$ cat src/rtl/spi_ctrl_pkg.sv
// Shared types and frame layout for the SPI register-write controller.
// Register addresses name the peripheral's output-enable, PWM-enable and duty registers.
package spi_ctrl_pkg;

  typedef enum logic [2:0] {
    IDLE,
    SETUP,
    SHIFT,
    HOLD,
    GAP
  } spi_state_e;

  localparam int FRAME_BITS = 16;
  localparam int RW_BIT     = 15;
  localparam int ADDR_MSB   = 14;
  localparam int ADDR_LSB   = 8;
  localparam int DATA_MSB   = 7;

  localparam logic [6:0] REG_EN_OUT_LO = 7'h00;
  localparam logic [6:0] REG_EN_OUT_HI = 7'h01;
  localparam logic [6:0] REG_EN_PWM_LO = 7'h02;
  localparam logic [6:0] REG_EN_PWM_HI = 7'h03;
  localparam logic [6:0] REG_DUTY      = 7'h04;

  function automatic logic [FRAME_BITS-1:0] build_frame(input logic       write,
                                                        input logic [6:0] addr,
                                                        input logic [7:0] data);
    logic [FRAME_BITS-1:0] f;
    f                    = '0;
    f[RW_BIT]            = write;
    f[ADDR_MSB:ADDR_LSB] = addr;
    f[DATA_MSB:0]        = data;
    return f;
  endfunction

endpackage

$ cat src/rtl/spi_half_period_timer.sv
// Down-counter that marks the last clk cycle of each CLK_DIV-cycle interval.
// A load starts a fresh interval on the following cycle; tick stays high once expired.
module spi_half_period_timer #(
  parameter int CLK_DIV = 4
) (
  input  logic clk,
  input  logic rst_n,
  input  logic load,
  output logic tick
);

  localparam int CW = $clog2(CLK_DIV + 1);
  localparam logic [CW-1:0] RELOAD = CW'(CLK_DIV - 1);

  logic [CW-1:0] count;

  always_ff @(posedge clk or negedge rst_n) begin
    if (!rst_n) begin
      count <= '0;
    end else if (load) begin
      count <= RELOAD;
    end else if (count != '0) begin
      count <= count - CW'(1);
    end
  end

  assign tick = (count == '0);

endmodule

$ cat src/rtl/spi_reg_controller.sv
// SPI mode-0 initiator sending one 16-bit register frame per accepted request.
// Define SPI_CTRL_READBACK_EN to capture the CIPO data byte onto rsp_data.
module spi_reg_controller
  import spi_ctrl_pkg::*;
#(
  parameter int CLK_DIV    = 4,
  parameter int GAP_CYCLES = 2
) (
  input  logic       clk,
  input  logic       rst_n,
  input  logic       req_valid,
  output logic       req_ready,
  input  logic       req_write,
  input  logic [6:0] req_addr,
  input  logic [7:0] req_data,
  output logic       busy,
  output logic       done,
`ifdef SPI_CTRL_READBACK_EN
  output logic [7:0] rsp_data,
`endif
  output logic       sclk,
  output logic       ncs,
  output logic       copi,
  input  logic       cipo
);

  localparam int GW = $clog2(GAP_CYCLES + 1);
  localparam logic [GW-1:0] GAP_RELOAD = GW'(GAP_CYCLES - 1);
  localparam logic [4:0]    LAST_BIT   = 5'(FRAME_BITS - 1);
  localparam logic [4:0]    FIRST_DATA = 5'(FRAME_BITS - 1 - DATA_MSB);

  spi_state_e            state, next_state;
  logic [FRAME_BITS-1:0] frame_q;
  logic [4:0]            bit_cnt;
  logic                  phase;
  logic [GW-1:0]         gap_cnt;
  logic                  tick;
  logic                  timer_load;
  logic                  accept;
  logic                  shift_en;

  spi_half_period_timer #(
    .CLK_DIV(CLK_DIV)
  ) u_timer (
    .clk  (clk),
    .rst_n(rst_n),
    .load (timer_load),
    .tick (tick)
  );

  always_ff @(posedge clk or negedge rst_n) begin
    if (!rst_n) begin
      state <= IDLE;
    end else begin
      state <= next_state;
    end
  end

  always_comb begin
    next_state = state;
    unique case (state)
      IDLE:    if (accept) next_state = SETUP;
      SETUP:   if (tick) next_state = SHIFT;
      SHIFT:   if (tick && phase && (bit_cnt == LAST_BIT)) next_state = HOLD;
      HOLD:    if (tick) next_state = GAP;
      GAP:     if (gap_cnt == '0) next_state = IDLE;
      default: next_state = IDLE;
    endcase
  end

  // Outputs decode from state so an async reset releases the bus in the same cycle.
  always_comb begin
    req_ready  = 1'b0;
    accept     = 1'b0;
    busy       = 1'b0;
    done       = 1'b0;
    ncs        = 1'b1;
    sclk       = 1'b0;
    copi       = 1'b0;
    timer_load = 1'b0;
    shift_en   = 1'b0;
    unique case (state)
      IDLE: begin
        req_ready  = rst_n;
        accept     = req_valid && rst_n;
        busy       = accept;
        timer_load = accept;
      end
      SETUP: begin
        busy       = 1'b1;
        ncs        = 1'b0;
        copi       = frame_q[RW_BIT];
        timer_load = tick;
      end
      SHIFT: begin
        busy       = 1'b1;
        ncs        = 1'b0;
        sclk       = phase;
        copi       = frame_q[RW_BIT];
        timer_load = tick;
        shift_en   = tick && phase && (bit_cnt != LAST_BIT);
      end
      HOLD: begin
        busy = 1'b1;
        ncs  = 1'b0;
        copi = frame_q[RW_BIT];
      end
      GAP: begin
        busy = 1'b1;
        done = (gap_cnt == GAP_RELOAD);
      end
      default: begin
        busy = 1'b0;
      end
    endcase
  end

  // The last bit is never shifted out, so copi keeps bit0 through HOLD.
  always_ff @(posedge clk or negedge rst_n) begin
    if (!rst_n) begin
      frame_q <= '0;
    end else if (accept) begin
      frame_q <= build_frame(req_write, req_addr, req_data);
    end else if (shift_en) begin
      frame_q <= {frame_q[FRAME_BITS-2:0], 1'b0};
    end
  end

  always_ff @(posedge clk or negedge rst_n) begin
    if (!rst_n) begin
      bit_cnt <= '0;
      phase   <= 1'b0;
      gap_cnt <= '0;
    end else begin
      if ((state == SETUP) && tick) begin
        bit_cnt <= '0;
        phase   <= 1'b0;
      end else if ((state == SHIFT) && tick) begin
        phase <= ~phase;
        if (phase && (bit_cnt != LAST_BIT)) begin
          bit_cnt <= bit_cnt + 5'd1;
        end
      end
      if ((state == HOLD) && tick) begin
        gap_cnt <= GAP_RELOAD;
      end else if ((state == GAP) && (gap_cnt != '0)) begin
        gap_cnt <= gap_cnt - GW'(1);
      end
    end
  end

`ifdef SPI_CTRL_READBACK_EN
  logic [7:0] rx_shift;

  // Sample on the cycle whose edge raises sclk; publish when the frame closes.
  always_ff @(posedge clk or negedge rst_n) begin
    if (!rst_n) begin
      rx_shift <= '0;
      rsp_data <= '0;
    end else begin
      if ((state == SHIFT) && tick && !phase && (bit_cnt >= FIRST_DATA)) begin
        rx_shift <= {rx_shift[6:0], cipo};
      end
      if ((state == HOLD) && tick) begin
        rsp_data <= rx_shift;
      end
    end
  end
`else
  logic unused_cipo;
  assign unused_cipo = cipo;
`endif

endmodule
$ cat config.mk
export PLATFORM = sky130hd
export DESIGN_NAME = spi_reg_controller
export DESIGN_NICKNAME = d
export VERILOG_FILES = /design/src/rtl/spi_ctrl_pkg.sv /design/src/rtl/spi_half_period_timer.sv /design/src/rtl/spi_reg_controller.sv
export SDC_FILE = /design/constraint.sdc
export NUM_CORES = 1
export LEC_CHECK = 0
export CAP_MARGIN = 40
export CORE_MARGIN = 2
export CORE_UTILIZATION = 30
export DETAILED_ROUTE_END_ITERATION = 16
export GPL_TIMING_DRIVEN = 0
export PLACE_DENSITY = 0.51
export RECOVER_POWER = 100
export SETUP_SLACK_MARGIN = 0.2
export SLEW_MARGIN = 15
export SYNTH_ARGS = -nofsm -noshare
export SYNTH_HDL_FRONTEND = slang
export SYNTH_SLANG_ARGS = --single-unit
$ cat constraint.sdc
create_clock -name clk -period 2.3 [get_ports clk]
set_input_delay 0.69 -clock clk [delete_from_list [all_inputs] [get_ports clk]]
set_output_delay 0.69 -clock clk [all_outputs]
set_load 0.1 [all_outputs]
# ---- After elaboration in Yosys (flattened, before gate mapping)
# Cells that the tools add are included.
dict set report op_classes {
  n_addsub 3
  eq_ne 12
  n_mux 26
  n_bitwise 1
  n_reduce_logical 24
}
# op count
set op_table {}
lappend op_table {{$mux W16} 2}
lappend op_table {{$mux W3} 7}
lappend op_table {{$mux W5} 3}
lappend op_table {{$pmux W3 S5} 1}
lappend op_table {{$reduce_bool A2 Y1} 6}
lappend op_table {{$ne A2 B2 Y1 const B} 5}
lappend op_table {{$logic_and A1 B1 Y1} 9}
lappend op_table {{$mux W1} 9}
lappend op_table {{$eq A3 B2 Y1 const B} 2}
lappend op_table {{$logic_not A3 Y1} 2}
lappend op_table {{$add A5 B1 Y5 const B} 1}
lappend op_table {{$eq A5 B4 Y1 const B} 1}
lappend op_table {{$ne A5 B4 Y1 const B} 1}
lappend op_table {{$reduce_and A5 Y1} 1}
lappend op_table {{$mux W2} 2}
lappend op_table {{$pmux W1 S2} 2}
lappend op_table {{$reduce_or A4 Y1} 1}
lappend op_table {{$eq A3 B1 Y1 const B} 1}
lappend op_table {{$eq A3 B3 Y1 const B} 1}
lappend op_table {{$reduce_bool A3 Y1} 1}
lappend op_table {{$reduce_or A3 Y1} 1}
lappend op_table {{$sub A3 B1 Y3 const B} 1}
lappend op_table {{$eq A2 B1 Y1 const B} 1}
lappend op_table {{$logic_not A2 Y1} 1}
lappend op_table {{4 further kinds} 4}
dict set report totals {
  reg_bits 30
  input_bits 20
  out_inout_bits 6
  word_cells 72
}

# ---- Logic depth before layout (Yosys ltp)
dict set report logic_depth {
  word_depth 6
  ltp_mapped 7
  depth_no_buf 6
}

# ---- By module
# From an unflattened synthesis, not the netlist that was laid out.
dict set report unflattened {
  cells_unflattened 159
  hier_area_um2 1640.3
}
# mod n_inst cells_per_inst area_per_inst_um2
set modules_own_cells {}
lappend modules_own_cells {spi_reg_controller 1 142 1461.4}
lappend modules_own_cells {spi_half_period_timer 1 17 178.9}

# ---- Worst setup path before layout
# OpenSTA, ideal clock, no wires.
dict set report synth_path {
  path_kind {flip-flop to output port}
  startpoint {reg state[0]}
  endpoint {out copi}
  arrival_ns 2.616
  path_slack_ns -1.006
  stages_incl_launch_ff 5
  path_buffers 1
  path_cell_list {dfrtp_1 > clkbuf_1 > nor2_1 > or2_2 > nor2_1}
}
dict set report synth_between {
  elab_chain_cells 3
  elab_cells_between_ends 5
  classes_between {3 x eq/ne; 1 x mux; 1 x reduce/logical}
}
# item line_no
set synth_lines {}
lappend synth_lines {{from (decl)} spi_reg_controller.sv:32} ;# spi_state_e state, next_state;
lappend synth_lines {{from (signal assigned)} spi_reg_controller.sv:55} ;# state <= next_state;
lappend synth_lines {{$eq A3 B1 Y1 or $eq A3 B2 Y1 (tied branches)} spi_reg_controller.sv:82} ;# unique case (state)
lappend synth_lines {{$reduce_or A3 Y1 (no source line) (*)} --}
lappend synth_lines {{$mux W1 (*)} spi_reg_controller.sv:82}
lappend synth_lines {{to (decl)} spi_reg_controller.sv:23} ;# output logic copi,
# Every way passes the cells marked *; elsewhere a longest branch is shown, timed or not.

# ---- Final worst setup path
dict set report layout_path {
  startpoint {reg state[1]}
  endpoint {out busy}
}
dict set report layout_between {
  elab_chain_cells 3
  elab_cells_between_ends 7
  classes_between {4 x eq/ne; 1 x mux; 2 x reduce/logical}
}
# item line_no
set layout_lines {}
lappend layout_lines {{$eq A3 B1 Y1, or another cell as far along} spi_reg_controller.sv:82}
lappend layout_lines {{$reduce_or A4 Y1 (no source line)} --}
lappend layout_lines {{$pmux W1 S2 (*)} spi_reg_controller.sv:82}
lappend layout_lines {{to (decl)} spi_reg_controller.sv:16} ;# output logic busy,
# Marks and branches as above.

==> flow_summary_export.csv <==
group,metric,value,unit
placement,hpwl,2.89,mm
clocking,cts.path.max_buffers,2,
routing,dr_total_vias,1630,
clocking,cts_num_sinks,30,
worst_setup_path,slowest_stage,"or4b_4",
grt,grt_pass1_vias,1591,
synthesis,avgSynthCellArea,8.87,sq um
worst_setup_path,critical_path.max_stage_delay,0.48,ns
synthesis,yosysSeqAreaShare,0.421,
synthesis,synth_area,1780,sq um
die,initial_core_util,0.307,
finish,final_cell_mix,"30 x dfrtp_1, 26 x inv_1, 22 x buf_4",
flow_run,cap_violations,0,
placement,pre_cts_slack,-1.51,ns
finish,nNetsFinal,291,
worst_setup_path,crit_chain,"buf_6, or4b_4, buf_8, clkinv_8, nand2_8, buf_8, nand2_8, buf_12",
pwr,leakagePower,1.16,nW
worst_setup_path,crit_family,"buffers and inverters",
sta,finalCritPeriodShare,1.12,
status,status,"finished with violations",
die,io_pins,26,
sta,whs,0.509,ns
finish,antenna_cells,0,
sta,relSlewSlack,0.370,
clocking,clk_latency,0.29,ns
sta,post-route-min-period,2.58,ns
grt,grt_use_total,0.156,
synthesis,synth_ff_type,"dfrtp_1",
sta,rsz0062_at_grt,"true",
clocking,path_clk_slew,0.06,ns
die,core,5820,sq um
worst_setup_path,worst-path-max-fanout,4,
synthesis,ys_async_sr_fraction,1.00,
synthesis,syn_inst,201,
clocking,cts-root-buf,"clkbuf_8",
routing,drtIter0Drc,122,
worst_setup_path,cp_num_buf_inv,5,
routing,dr.pass1.iters,4,
clocking,cts_tree,"done",
routing,routedWlPerCell,14.0,um
clocking,cts_made_buffers,5,
routing,via_per_inst,4.78,
worst_setup_path,r2r-start,"bit_cnt[1]",
sta,fmaxAchievable,0.387,GHz
worst_setup_path,required,1.61,ns
min_path,hp-class,"reg -> reg",
die,num_rows,28,
sta,clock_skew,0.00631,ns
finish,syn2layout_area_growth,51.4,%
die,die_w,81.1,um
synthesis,yosys_register_bits,30,
synthesis,yosys_warnings,0,
placement,port_buffers,24,
pwr,ir_drop,186,uV
sta,setup_viol,5,
grt,grt_start_max_net_pins,17,
finish,seqCellArea,751,sq um
finish,layout_commonest_cell,"dfrtp_1",
finish,finish.utilization,0.464,
synthesis,synth_edf_count,0,
finish,multiInputGateArea,932,sq um
grt,antenna_found_initial,0,
grt,grt_pass1_wl,7.91,mm
worst_setup_path,arrival,1.89,ns
sta,tightestPinTransition,0.945,ns
worst_setup_path,worstSetupStartpoint,"state[1]",
routing,route.antenna.remaining_nets,0,
grt,gr-total-overflow,0,
synthesis,synth_nets,227,
clocking,htree_levels,2,
routing,wl,4.76,mm
worst_setup_path,path_class,"reg -> out",
finish,drive_gt1_frac,0.282,
placement,place_congestion,0.755,
sta,slew_viol_final,0,
synthesis,synth_cell_type_count,35,
status,violations,"negative setup slack",
pwr,powerDensity,398,nW/um^2
finish,fill_cells,567,
sta,hold_viol_final,0,
sta,worst_slack,-0.284,ns
die,dieArea,6580,sq um
worst_setup_path,endpoint_kind,"primary output",
die,die_y,81.1,um
routing,drc,0,
min_path,worstHoldStart,"u_timer.count[1]",
worst_setup_path,worstSetupStartpointType,"flip-flop",
## cells in the mapped netlist (2+ instances only)
master     number  area, sq um
mux2i_1         2         20.0
buf_6           3         33.8
dfrtp_1        30          751
nor3_1         15         75.1
clkbuf_1       10         37.5
xor2_1          2         17.5
mux2_2          6         67.6
xnor2_1         3         26.3
nand2_1         6         22.5
inv_1          26         97.6
nor2_1         11         41.3
nand3_1         4         20.0
a211oi_1        2         15.0
o21ai_0        19         95.1
or3_1          16          100
a2bb2oi_1       2         17.5
nor2b_1         3         18.8
ha_1            6         75.1
a31oi_1        15         93.8
and3_1          2         12.5
nand2b_1        2         12.5
a21oi_1         3         15.0
## cell type report
| cell class | instances | share of cell area |
|---|---|---|
| Timing Repair Buffer | 57 | 0.216 |
| Buffer | 14 | 0.0501 |
| Sequential cell | 30 | 0.278 |
| Multi-Input combinational cell | 130 | 0.345 |
| Inverter | 27 | 0.0422 |
| Tap cell | 75 | 0.0348 |
| Clock inverter | 1 | 0.00185 |
| Clock buffer | 7 | 0.0320 |
## cell families (layout without fill, tap and decap cells)
kind of cell | after synthesis | after routing | synth area share
AO/OA/AOI/OAI | 44 | 44 | 0.147
XOR/XNOR | 5 | 5 | 0.0246
adder cells (fa/ha/maj) | 6 | 6 | 0.0421
buffers and inverters | 41 | 106 | 0.102
flip-flops | 30 | 30 | 0.421
multiplexers | 8 | 8 | 0.0491
AND/OR/NAND/NOR | 67 | 67 | 0.215
## through the flow
stage                     total power [mW]  cell area [sq um]  TNS, ns  cells
after floorplan                      0.567               1840   -0.217    201
after global placement               0.617               2170   -37.98    300
after detailed placement             0.619               2260    -8.39    306
after CTS                             1.09               2630   -0.508    332
after global routing                  1.12               2700   -0.907    341
final                                 1.07               2700   -0.686    341
## report_power, final
part | internal (mW) | switching [mW]
clock | 0.241 | 0.219
sequential | 0.535 | 0.00360
combinational | 0.0403 | 0.0346
## tightest hold or removal path, delay by kind of cell, from the launching register on
kind	cells	cell delay, ns
flip-flops	1	0.34
AO/OA/AOI/OAI	1	0.08
AND/OR/NAND/NOR	1	0.05
## path summary, 6_finish.rpt
| check | end | slack [ns] | cells after the start |
|---|---|---|---|
| setup / recovery | busy | -0.28 | 8 |
| hold / removal | u_timer.count[1] | 0.51 | 2 |
| setup reg to reg | frame_q[13] | 0.21 | 7 |
| hold reg to reg | u_timer.count[1] | 0.51 | 2 |
| max in group asynchronous | frame_q[15] | 1.20 | 1 |
| min in group asynchronous | frame_q[5] | 0.52 | 1 |
## routing by layer
metal	up-vias	GRT usage	wire (um)
met5	-	0	0
met4	0	0.0407	35
met3	4	0.0344	179
met2	28	0.269	2390
met1	776	0.197	2160
li1	822	-	-
## flip-flops by register name, indices dropped and copies added (netlist names)
| register | count |
|---|---|
| bit_cnt | 5 |
| frame_q | 16 |
| gap_cnt | 2 |
| phase | 1 |
| state | 3 |
| u_timer.count | 3 |
## what timing repair did
action,in CTS,in global routing
pin swaps,9,16
gates cloned,3,0
setup buffers,19,9
resized for setup,45,16
setup endpoints to repair,23,26
hold buffers,0,0
No activity file was read; power rests on OpenSTA's default activity.
==> variant 1: new RTL, same flow settings <==
The package constant `FRAME_BITS` goes from 16 to 18.
--- a/src/rtl/spi_ctrl_pkg.sv
+++ b/src/rtl/spi_ctrl_pkg.sv
@@ -10,7 +10,7 @@
     GAP
   } spi_state_e;
 
-  localparam int FRAME_BITS = 16;
+  localparam int FRAME_BITS = 18;
   localparam int RW_BIT     = 15;
   localparam int ADDR_MSB   = 14;
   localparam int ADDR_LSB   = 8;
Behaviour: same outputs for any inputs over 10 cycles, from zero or initial values and one cycle with rst_n low; that may be too few to reach the edited logic, so the function may still have changed.
==> variant 1 against the original RTL <==
- the run still ends with negative setup slack left
- sequential cell count unchanged
- clock skew decreased by 1.6 ps
- worst setup slack improved by 270 ps
- final cell count decreased by 18%
- via count decreased by 14%
- utilization decreased by 0.40 points
- synthesized area decreased by 8.3%
- wire length decreased by 19%
- die area decreased by 7.9%
- design area decreased by 12%
- critical path type unchanged
- highest routed layer unchanged
Power is left out: it rests on default switching activity, and per cell area and clock period it moved more than threefold.
==> variant 1: results (changes against the original RTL) <==
| Item | This run | Unit | vs unedited |
| --- | --- | --- | --- |
| Violated checks | negative setup slack | - | unchanged |
| First-pass GRT wire length | 6630 | um | was 7914 um |
| Total area of multi-input combinational cells | 848.3 | sq um | was 932.1 sq um |
| Outcome | finished with violations | - | unchanged |
| Number of global-route vias before repair | 1454 | - | was 1591 |
| Relative area of clock buffers and inverters in the final design | 0.04627 | - | was 0.03384 |
| Final-report setup violation count | 1 | - | was 5 |
| Number of nets at the end of the flow | 234 | - | was 291 |
| Half-perimeter wire length after detailed placement | 2665 | um | was 2892 um |
| Filler cells | 485 | - | was 567 |
| Post-synthesis cell type count | 44 | - | was 35 |
| Critical path arrival | 1620 | ps | was 1890 ps |
| Worst path slowest cell | sky130_fd_sc_hd__dfrtp_2 | - | was sky130_fd_sc_hd__or4b_4 |
| Delay of the slowest cell on the worst path | 410 | ps | was 480 ps |
| Post-route worst setup slack | -13.29 | ps | was -284.4 ps |
| Pin count of the biggest net entering global routing | 33 | - | was 17 |
| Reg-to-reg startpoint | state[1]$_DFFE_PN0P_ | - | was bit_cnt[1]$_DFFE_PN0P_ |
| Fraction of final layout cells sized beyond drive strength 1 | 0.2823 | - | was 0.2820 |
| Clock Skew | 4.665 | ps | was 6.306 ps |
| Multi-input gate count | 110 | - | was 130 |
| Leading post-synthesis cells by instance count | sky130_fd_sc_hd__dfrtp_1, sky130_fd_sc_hd__a22o_1, sky130_fd_sc_hd__a21o_1 | - | was sky130_fd_sc_hd__dfrtp_1, sky130_fd_sc_hd__inv_1, sky130_fd_sc_hd__o21ai_0 |
| Number of gates given a new drive strength after cts | 24 | - | was 45 |
| Portion of netlist area occupied by mux cells | 0.01301 | - | was 0.04912 |
| Top cells by area, synth | sky130_fd_sc_hd__dfrtp_1, sky130_fd_sc_hd__a22o_1, sky130_fd_sc_hd__a21o_1, sky130_fd_sc_hd__ha_1, sky130_fd_sc_hd__nand2_1 | - | was sky130_fd_sc_hd__dfrtp_1, sky130_fd_sc_hd__or3_1, sky130_fd_sc_hd__inv_1, sky130_fd_sc_hd__o21ai_0, sky130_fd_sc_hd__a31oi_1 |
| Post-CTS Repair Setup Buffers | 10 | - | was 19 |
| Non-clock inverter count | 10 | - | was 27 |
| Area share of fa/ha/maj cells after synthesis | 0.04591 | - | was 0.04211 |
| Number of DRC markers after the initial detailed-route iteration | 79 | - | was 122 |
| Compound-cell area share of the yosys netlist | 0.2242 | - | was 0.1467 |
| Post-synthesis xor/xnor area fraction | 0.01607 | - | was 0.02456 |
| Vias per Instance | 5.004 | - | was 4.780 |
| Highest fanout seen on the critical path | 6 | - | was 4 |
| Placed Cells | 260 | - | was 306 |
| Routed length per placed instance | 13.86 | um | was 13.96 um |
| Normalized max-slew margin | 0.6215 | - | was 0.3700 |
| Overall track demand over capacity in global routing | 0.1367 | - | was 0.1559 |
==> variant 1: cell types whose count changed after synthesis, sizes merged, moves of 3 or more <==
cell	unedited run	this run
a21o	0	14
a22o	0	14
a31oi	15	1
buf	4	8
clkbuf	10	2
inv	26	10
mux2	6	1
nand2	7	12
nor3	15	2
nor3b	0	3
o21ai	19	6
or3	16	1
or4	0	3
xnor2	3	0
==> variant 1: cells by family after synthesis <==
group / after synthesis
xor gates and xnor gates: 3
AOI/OAI and AO/OA: 47
and+or+nand+nor: 52
DFF: 30
adders and majority gates: 6
muxes: 2
buffers and inverters: 20
==> variant 1: through the flow <==
step | hold WS, ps | setup TNS, ps | setup WS [ps] | cell area (sq um)
4_1_cts | 259.3 | -6.100 | -6.100 | 2330
3_5_place_dp | 465.4 | -5885 | -1041 | 2125
2_1_floorplan | 394.4 | -15.43 | -15.43 | 1712
5_1_grt | 263.5 | -657.1 | -59.45 | 2380
3_3_place_gp | 458.3 | -33060 | -2460 | 2039
6_report | 250.0 | -13.29 | -13.29 | 2380
==> variant 1: path summary, 6_finish.rpt <==
| kind | cells after the start | slack (ps) | to |
|---|---|---|---|
| max in group asynchronous | 1 | 1810 | state[2]$_DFFE_PN0P_ |
| min in group clk | 1 | 480 | frame_q[2]$_DFFE_PN0P_ |
| worst max register to register | 8 | 80 | frame_q[11]$_DFFE_PN0P_ |
| worst min register to register | 1 | 480 | frame_q[2]$_DFFE_PN0P_ |
| worst min-delay path | 1 | 250 | phase$_DFFE_PN0P_ |
| worst max-delay path | 6 | -10 | busy |
==> variant 1: layer usage <==
metal  up-vias  global-route usage  wire length, um
li1        671                   -                -
met1       696              0.1765             1757
met2        23              0.2216             1919
met3         6             0.03605              144
met4         0             0.04464               46
met5         -                   0                0
==> variant 2: new RTL, same flow settings <==
Made on the original files. The 5 states of `spi_state_e` get a one-hot encoding in 5 bits.
--- a/src/rtl/spi_ctrl_pkg.sv
+++ b/src/rtl/spi_ctrl_pkg.sv
@@ -2,12 +2,12 @@
 // Register addresses name the peripheral's output-enable, PWM-enable and duty registers.
 package spi_ctrl_pkg;
 
-  typedef enum logic [2:0] {
-    IDLE,
-    SETUP,
-    SHIFT,
-    HOLD,
-    GAP
+  typedef enum logic [4:0] {
+    IDLE  = 5'b00001,
+    SETUP = 5'b00010,
+    SHIFT = 5'b00100,
+    HOLD  = 5'b01000,
+    GAP   = 5'b10000
   } spi_state_e;
 
   localparam int FRAME_BITS = 16;
Behaviour: same outputs for any inputs over 10 cycles, from zero or initial values and one cycle with rst_n low; not proved beyond that.
==> variant 2 against the original RTL <==
- the run still ends with negative setup slack left
- register-to-register slack lost 340 ps
- non-clock buffer count grew 16
- sequential cell count grew 2
- critical path depth grew 8
- synthesized area shrank 7.0%
- maximum frequency grew 6.1%
- final cell count shrank 5.0%
- worst setup slack gained 150 ps
- utilization grew 6.3 points
- design area grew 5.7%
- wire length grew 6.4%
Power is not compared: it rests on default switching activity, and its combinational part moved more than twofold at a synthesized area within 25%.
==> variant 2: results (changes against the original RTL) <==
| Item | This run | Unit | vs unedited |
| --- | --- | --- | --- |
| Leading post-synthesis cells by instance count | sky130_fd_sc_hd__dfrtp_1, sky130_fd_sc_hd__inv_1, sky130_fd_sc_hd__nand3_1 | - | was sky130_fd_sc_hd__dfrtp_1, sky130_fd_sc_hd__inv_1, sky130_fd_sc_hd__o21ai_0 |
| Total wire length after detailed routing | 5069 | um | was 4762 um |
| Relative area of clock buffers and inverters in the final design | 0.02720 | - | was 0.03384 |
| Type of the most critical hold path | primary input to asynchronous set/reset pin | - | was flip-flop to flip-flop |
| Number of gates given a new drive strength after cts | 83 | - | was 45 |
| Final-report setup violation count | 22 | - | was 5 |
| Vias per Instance | 4.951 | - | was 4.780 |
| Number of global-route vias before repair | 1761 | - | was 1591 |
| Hold Worst Slack | 406.2 | ps | was 509.1 ps |
| Post-route worst setup slack | -134.9 | ps | was -284.4 ps |
| Area share of fa/ha/maj cells after synthesis | 0.04528 | - | was 0.04211 |
| Reg-to-reg startpoint | state[3]$_DFFE_PN0P_ | - | was bit_cnt[1]$_DFFE_PN0P_ |
| Synth Area per Inst | 9.987 | sq um | was 8.870 sq um |
| Outcome | finished with violations | - | unchanged |
| Post-synthesis xor/xnor area fraction | 0.01585 | - | was 0.02456 |
| Number of DRC markers after the initial detailed-route iteration | 63 | - | was 122 |
| Violated checks | negative setup slack | - | unchanged |
| Post-synth net total | 192 | - | was 227 |
| Clock buffer cells | 6 | - | was 7 |
| DP Worst Slack | -1271 | ps | was -1507 ps |
| GR met1 Demand/Resource | 0.2129 | - | was 0.1971 |
| Reg2Reg Depth | 15 | - | was 7 |
| Post-CTS Repair Setup Buffers | 44 | - | was 19 |
| CP Capture Type | flip-flop | - | was primary output |
| Non-clock inverter count | 15 | - | was 27 |
| Fraction of final layout cells sized beyond drive strength 1 | 0.4048 | - | was 0.2820 |
| Share of cell area taken by multi-input logic gates | 0.3269 | - | was 0.3454 |
| Area share of buffers outside the clock network | 0.3124 | - | was 0.2656 |
| Met3 Track Usage GR | 0.03908 | - | was 0.03444 |
| Pin slew with the least headroom to its limit | 1034 | ps | was 945.0 ps |
| First element of the critical path | rst_n | - | was state[1]$_DFFE_PN0P_ |
| Pin count of the biggest net entering global routing | 18 | - | was 17 |
| Combined flip-flop and latch cell area | 804.5 | sq um | was 750.7 sq um |
| Post-synthesis cell type count | 37 | - | was 35 |
| Clock Skew | 11.68 | ps | was 6.306 ps |
| Total number of clock tree sinks | 32 | - | was 30 |
| Worst path slowest cell | sky130_fd_sc_hd__o22a_1 | - | was sky130_fd_sc_hd__or4b_4 |
| Met2 Track Usage GR | 0.3319 | - | was 0.2686 |
| Number of nets at the end of the flow | 278 | - | was 291 |
| Half-perimeter wire length after detailed placement | 2741 | um | was 2892 um |
| Cell area reported after detailed placement | 0.002127 | sq mm | was 0.002257 sq mm |
==> variant 2: cell count changes after synthesis, sizes merged, moves of 3 or more <==
cell and change:
mux2i +3, or3 -16, and2 +3, o21ai -10, nand3 +11, mux2 -6, a31oi -11, nor3 -11
o21a +7, inv -11, o22a +7, clkbuf -7, o22ai +3
==> variant 2: per-layer routing <==
metal | up-vias | share of wire
met5 | - | 0
met4 | 0 | 0.023
met3 | 12 | 0.046
met2 | 49 | 0.52
met1 | 777 | 0.41
li1 | 766 | -
==> variant 2: power breakdown <==
group / internal (mW) / switching (mW)
Combinational: 0.833 / 0.693
Clock: 0.205 / 0.200
Sequential: 0.754 / 0.107
==> variant 2: critical path, delay by kind of cell <==
kind / cells / cell delay (ps)
AO/OA/AOI/OAI: 2 / 290
buffers and inverters: 12 / 1320
AND/OR/NAND/NOR: 2 / 290
